## src/rtl/hilo_pkg.sv

```systemverilog
// Shared types and constants for the HI/LO register block.
// Optional accumulate feature is enabled by defining HILO_ACC_EN.
package hilo_pkg;

    localparam int HILO_MAX_WP = 4;
    localparam int HILO_DW     = 32;

    typedef struct packed {
        logic [HILO_DW-1:0] hi;
        logic [HILO_DW-1:0] lo;
    } hilo_data_t;

    typedef struct packed {
        hilo_data_t data;
        logic       hi_v;
        logic       lo_v;
    } hilo_pend_t;

endpackage

```

## src/rtl/hilo_acc_unit.sv

```systemverilog
// Combinational MADD/MSUB datapath for the HI/LO block.
// Present only when HILO_ACC_EN is defined.
`ifdef HILO_ACC_EN
module hilo_acc_unit #(
    parameter int DATA_W = 32
) (
    input  logic [2*DATA_W-1:0] i_acc,
    input  logic [DATA_W-1:0]   i_a,
    input  logic [DATA_W-1:0]   i_b,
    input  logic                i_sub,
    input  logic                i_signed,
    output logic [2*DATA_W-1:0] o_res
);

    logic [2*DATA_W-1:0] w_a_ext;
    logic [2*DATA_W-1:0] w_b_ext;
    logic [2*DATA_W-1:0] w_prod;
    logic                w_a_sx;
    logic                w_b_sx;

    assign w_a_sx  = i_signed & i_a[DATA_W-1];
    assign w_b_sx  = i_signed & i_b[DATA_W-1];
    assign w_a_ext = {{DATA_W{w_a_sx}}, i_a};
    assign w_b_ext = {{DATA_W{w_b_sx}}, i_b};

    // Low 2W bits of the extended product are the same for signed and unsigned.
    assign w_prod = w_a_ext * w_b_ext;
    assign o_res  = i_sub ? (i_acc - w_prod) : (i_acc + w_prod);

endmodule
`endif

```

## src/rtl/hilo_regfile_mp.sv

```systemverilog
// Multi-lane HI/LO register with one speculative pending stage and flush.
// Define HILO_ACC_EN to add the MADD/MSUB accumulate path.
module hilo_regfile_mp
    import hilo_pkg::*;
#(
    parameter int DATA_W = HILO_DW,
    parameter int NUM_WP = 2
) (
    input  logic                     clk,
    input  logic                     rst,
    input  logic [NUM_WP-1:0]        wr_hi_en,
    input  logic [NUM_WP-1:0]        wr_lo_en,
    input  logic [NUM_WP*DATA_W-1:0] wr_hi,
    input  logic [NUM_WP*DATA_W-1:0] wr_lo,
    input  logic                     flush,
    output logic [DATA_W-1:0]        hi_o,
    output logic [DATA_W-1:0]        lo_o,
    output logic [DATA_W-1:0]        arch_hi_o,
    output logic [DATA_W-1:0]        arch_lo_o,
    output logic                     pend_valid,
    input  logic                     acc_valid,
    input  logic                     acc_sub,
    input  logic                     acc_signed,
    input  logic [DATA_W-1:0]        acc_a,
    input  logic [DATA_W-1:0]        acc_b
);

    hilo_pend_t r_pend;
    hilo_pend_t w_nxt;
    hilo_data_t r_arch;
    hilo_data_t w_fwd;

    assign w_fwd.hi = r_pend.hi_v ? r_pend.data.hi : r_arch.hi;
    assign w_fwd.lo = r_pend.lo_v ? r_pend.data.lo : r_arch.lo;

`ifdef HILO_ACC_EN
    logic [2*DATA_W-1:0] w_acc_res;

    hilo_acc_unit #(
        .DATA_W   (DATA_W)
    ) u_acc (
        .i_acc    (w_fwd),
        .i_a      (acc_a),
        .i_b      (acc_b),
        .i_sub    (acc_sub),
        .i_signed (acc_signed),
        .o_res    (w_acc_res)
    );
`else
    logic w_unused_acc;
    assign w_unused_acc = ^{acc_valid, acc_sub, acc_signed, acc_a, acc_b};
`endif

    // Later assignments win: lane 0, then acc, then younger lanes.
    always_comb begin
        w_nxt = '0;
        if (wr_hi_en[0]) begin
            w_nxt.data.hi = wr_hi[DATA_W-1:0];
            w_nxt.hi_v    = 1'b1;
        end
        if (wr_lo_en[0]) begin
            w_nxt.data.lo = wr_lo[DATA_W-1:0];
            w_nxt.lo_v    = 1'b1;
        end
`ifdef HILO_ACC_EN
        if (acc_valid) begin
            w_nxt.data = w_acc_res;
            w_nxt.hi_v = 1'b1;
            w_nxt.lo_v = 1'b1;
        end
`endif
        for (int i = 1; i < NUM_WP; i++) begin
            if (wr_hi_en[i]) begin
                w_nxt.data.hi = wr_hi[i*DATA_W +: DATA_W];
                w_nxt.hi_v    = 1'b1;
            end
            if (wr_lo_en[i]) begin
                w_nxt.data.lo = wr_lo[i*DATA_W +: DATA_W];
                w_nxt.lo_v    = 1'b1;
            end
        end
        if (flush) begin
            w_nxt = '0;
        end
    end

    always_ff @(posedge clk or negedge rst) begin
        if (!rst) begin
            r_pend <= '0;
            r_arch <= '0;
        end else begin
            if (!flush && r_pend.hi_v) begin
                r_arch.hi <= r_pend.data.hi;
            end
            if (!flush && r_pend.lo_v) begin
                r_arch.lo <= r_pend.data.lo;
            end
            r_pend <= w_nxt;
        end
    end

    assign hi_o       = w_fwd.hi;
    assign lo_o       = w_fwd.lo;
    assign arch_hi_o  = r_arch.hi;
    assign arch_lo_o  = r_arch.lo;
    assign pend_valid = r_pend.hi_v | r_pend.lo_v;

endmodule

```

## config.mk

```make
export PLATFORM = sky130hd
export DESIGN_NAME = hilo_regfile_mp
export DESIGN_NICKNAME = d
export VERILOG_FILES = /design/src/rtl/hilo_pkg.sv /design/src/rtl/hilo_acc_unit.sv /design/src/rtl/hilo_regfile_mp.sv
export SDC_FILE = /design/constraint.sdc
export NUM_CORES = 1
export LEC_CHECK = 0
export BUFFER_PORTS_ARGS = -buffer_cell sky130_fd_sc_hd__clkbuf_2
export CAP_MARGIN = 20
export CORE_AREA = 5 5 124 126
export DETAILED_ROUTE_END_ITERATION = 10
export DIE_AREA = 0 0 129 131
export PLACE_DENSITY = 0.77
export SLEW_MARGIN = 30
export SYNTH_ARGS = -nofsm -noshare
export SYNTH_HDL_FRONTEND = slang
export SYNTH_HIERARCHICAL = 1
export SYNTH_SLANG_ARGS = --single-unit
```

## constraint.sdc

```tcl
create_clock -name clk -period 3.47 [get_ports clk]
set_input_delay 0.694 -clock clk [delete_from_list [all_inputs] [get_ports clk]]
set_output_delay 0.694 -clock clk [all_outputs]
set_load 0.01 [all_outputs]
```

==> parameters.txt <==
Parameter                              Value

Timing
  RSZ-0062 raised after global routing    no
  WHS    175 ps
  Setup TNS    0 ps
  Pins over their slew limit    0
  Count of final hold-check violations    0
  Maximum achievable frequency    390 MHz
  Fin crit share    0.740
  Clock tree skew after final layout    6.31 ps
  Slew at the pin closest to its max-slew limit    952 ps
  Final period demand of the worst path    2570 ps
  Worst-case headroom to the max-slew limit    0.365
  Setup-failing EPs final    0

Final layout
  Most used cells in the layout excluding fill and tap cells    sky130_fd_sc_hd__clkbuf_2 (262), sky130_fd_sc_hd__dfrtp_1 (130), sky130_fd_sc_hd__mux2_2 (68), sky130_fd_sc_hd__a32o_1 (62), sky130_fd_sc_hd__mux2_4 (60)
  Share of post-route cells with drive strength above 1    0.683
  Antenna cell count    0
  Net count, final    832
  Synthesis-to-layout area growth    34.8%
  Number of filler instances in the final layout    1,176
  Leading cell type in the layout, fill and taps excluded    sky130_fd_sc_hd__clkbuf_2
  Final Util    0.559

Global routing
  Number of global-route vias before repair    4,678
  Global route total overflow    0
  Initial antenna violation count    0
  Total track usage    0.182
  First-pass GRT wire length    23,900 um
  Largest net degree at the start of global routing    64

Power
  Maximum ir drop on the vdd rail    0.283 mV
  Design Power    4.42 mW
  Ratio of total power to cell area    557 mW/mm2
  Cell leakage power    4.16 nW

Logic synthesis
  Post-synthesis mux area share    0.283
  Fraction of the yosys area taken by sequential cells    0.553
  Post-synthesis share of cell area spent on xor and xnor gates    0
  Synthesized flop and latch total    130
  Cell types with the largest area share after synthesis    sky130_fd_sc_hd__dfrtp_1 (55%), sky130_fd_sc_hd__mux2_4 (15%), sky130_fd_sc_hd__mux2_2 (13%)
  Cell accounting for the most synthesized area    sky130_fd_sc_hd__dfrtp_1
  Area of the mapped netlist    0.00589 mm2
  Post-synthesis compound-gate area fraction    0.107
  Warning count from the yosys run    6
  Synthesized instance count    374
  Nets in the synthesized netlist    576
  Distinct cell type count after synthesis    16
  Simple logic cell fraction of the synthesized area    0.0164
  Adder-cell share of the synthesized area    0
  Fraction of post-synthesis cell area in the top cell type by area    0.553
  Dominant combinational cell family by area after synthesis    multiplexers
  Mean cell area of the mapped netlist    15.7 um2

CTS
  Sinks on Clock Net    130
  Number of buffers inserted during clock tree synthesis    17
  Maximum clock insertion buffer count    2
  Number of buffers inserted by hold repair at cts    0
  Clock tree from TritonCTS    built
  Number of post-CTS setup repair buffers    0
  Clock transition time at the flip-flop clock pins of the worst setup and hold paths    60 ps
  Count of H-tree levels built during CTS    4
  Clock network latency to the later pin of the worst-skew pair    400 ps
  Number of resized instances in the post-cts repair step    0
  Cell at the root of the clock tree    sky130_fd_sc_hd__clkbuf_16

Floorplanning
  Chip height    131 um
  Site row count    44
  Initial core utilization    0.414
  Total die area    0.0169 mm2
  Num ports    331
  Core Region    0.0142 mm2
  Die span in x    129 um

Setup path
  Largest delay share family, worst path    flip-flops
  Maximum fanout count along the critical path    25
  Crit path capture    lo_o[0]
  Cell chain of the critical path    buf_12, mux2_2, clkbuf_2
  Worst setup path startpoint    r_pend[0]$_DFF_PN0_
  Delay of the slowest cell on the worst path    660 ps
  Worst setup EP type    output pin
  CP max stage cell    sky130_fd_sc_hd__dfrtp_1
  Critical Path Stages    3
  Worst reg2reg setup slack    1500 ps
  Reg2reg path depth    4
  Terminus of the critical flop-to-flop path    arch_hi_o[31]$_DFFE_PN0P_
  CP Launch Type    flip-flop
  Combined buffer and inverter count along the critical path    2
  Kind of critical path    reg -> out
  CP Data Arrival Time    1870 ps
  Launch point of the worst reg-to-reg path    r_pend[1]$_DFF_PN0_
  Required time at the endpoint of the critical path    2780 ps

Outcome
  Result of the run    finished, final reports clean

Drt
  Via count    4,354
  Final ANT Viol Nets    0
  Number of detailed-route iterations in the first pass    4
  Iter 0 DRT Violations    178
  Remaining design rule violation count    0
  Drt total wl    15,500 um
  Average wire per standard cell    18.8 um
  Vias per cell    5.26

Placement
  HPWL after detailed placement    11,600 um
  Final RePlAce weighted congestion    0.790
  Port bufs    263

Run
  Max-cap violations    0

Hold path
  Type of the tightest min-delay check    in -> async
worst register-to-register path, cell delays in order (launching register included):
cell                      delay (ps)
sky130_fd_sc_hd__dfrtp_1         320
sky130_fd_sc_hd__buf_4           410
sky130_fd_sc_hd__nor2b_4         230
sky130_fd_sc_hd__buf_4           500
sky130_fd_sc_hd__mux2_2          400
routing by layer:
metal | GRT usage | part of all wire | up-vias
met5 | 0 | 0 | -
met4 | 0.0661 | 0.017 | 0
met3 | 0.0545 | 0.092 | 22
met2 | 0.304 | 0.48 | 221
met1 | 0.224 | 0.41 | 2161
li1 | - | - | 1950
registers in the layout, summed over array words and instances, names as in the netlist:
| signal | cells |
|---|---|
| r_pend | 66 |
| arch_hi_o | 32 |
| arch_lo_o | 32 |
worst min path at each step:
| stage | slack [ps] | startpoint | end |
|---|---|---|---|
| after detailed placement | 490 | r_pend[27]$_DFF_PN0_ | arch_lo_o[25]$_DFFE_PN0P_ |
| after CTS | 160 | rst | r_pend[19]$_DFF_PN0_ |
| after global placement | 480 | r_pend[65]$_DFF_PN0_ | arch_hi_o[31]$_DFFE_PN0P_ |
| final | 180 | rst | r_pend[15]$_DFF_PN0_ |
| after floorplan | 400 | rst | arch_hi_o[0]$_DFFE_PN0P_ |
| after global routing | 170 | rst | arch_lo_o[16]$_DFFE_PN0P_ |
logic make-up (layout without fill, tap and decap cells):
logic type,Yosys count,count (layout)
compound gates,64,64
buf+inv,37,306
flops,130,130
mux,128,128
simple gates,15,15
per-stage QoR:
step	cells	setup WS (ps)	area [um2]
6_report	827	904	7930
5_1_grt	827	821	7930
2_1_floorplan	374	1770	5890
4_1_cts	827	858	7930
3_3_place_gp	795	1210	7310
3_5_place_dp	795	1280	7320
cells in the mapped netlist:
cell and instances:
sky130_fd_sc_hd__a21oi_1 2, sky130_fd_sc_hd__a32o_1 62, sky130_fd_sc_hd__buf_2 18, sky130_fd_sc_hd__buf_4 1, sky130_fd_sc_hd__buf_6 10, sky130_fd_sc_hd__clkbuf_1 6, sky130_fd_sc_hd__dfrtp_1 130, sky130_fd_sc_hd__inv_1 2
sky130_fd_sc_hd__mux2_2 68, sky130_fd_sc_hd__mux2_4 60, sky130_fd_sc_hd__nand2_1 2, sky130_fd_sc_hd__nand3b_1 2, sky130_fd_sc_hd__nor2_1 4, sky130_fd_sc_hd__nor2b_1 4, sky130_fd_sc_hd__nor2b_4 2, sky130_fd_sc_hd__or2_2 1
power by group:
group	internal [mW]	switching [mW]	total, mW
Clock	1.20	0.635	1.83
Combinational	0.436	0.382	0.819
Sequential	1.66	0.110	1.77
Total	3.30	1.13	4.42
final cells by class:
cell class | count | area (um2) | area share
clock buffer | 18 | 429 | 0.0541
clock inverter | 14 | 189 | 0.0238
inverter | 2 | 7.51 | 0.000946
multi-input combinational | 207 | 2410 | 0.304
sequential | 130 | 3250 | 0.410
tap | 184 | 230 | 0.0290
timing repair buffer | 272 | 1410 | 0.178
No activity file was read; power rests on OpenSTA's default activity.
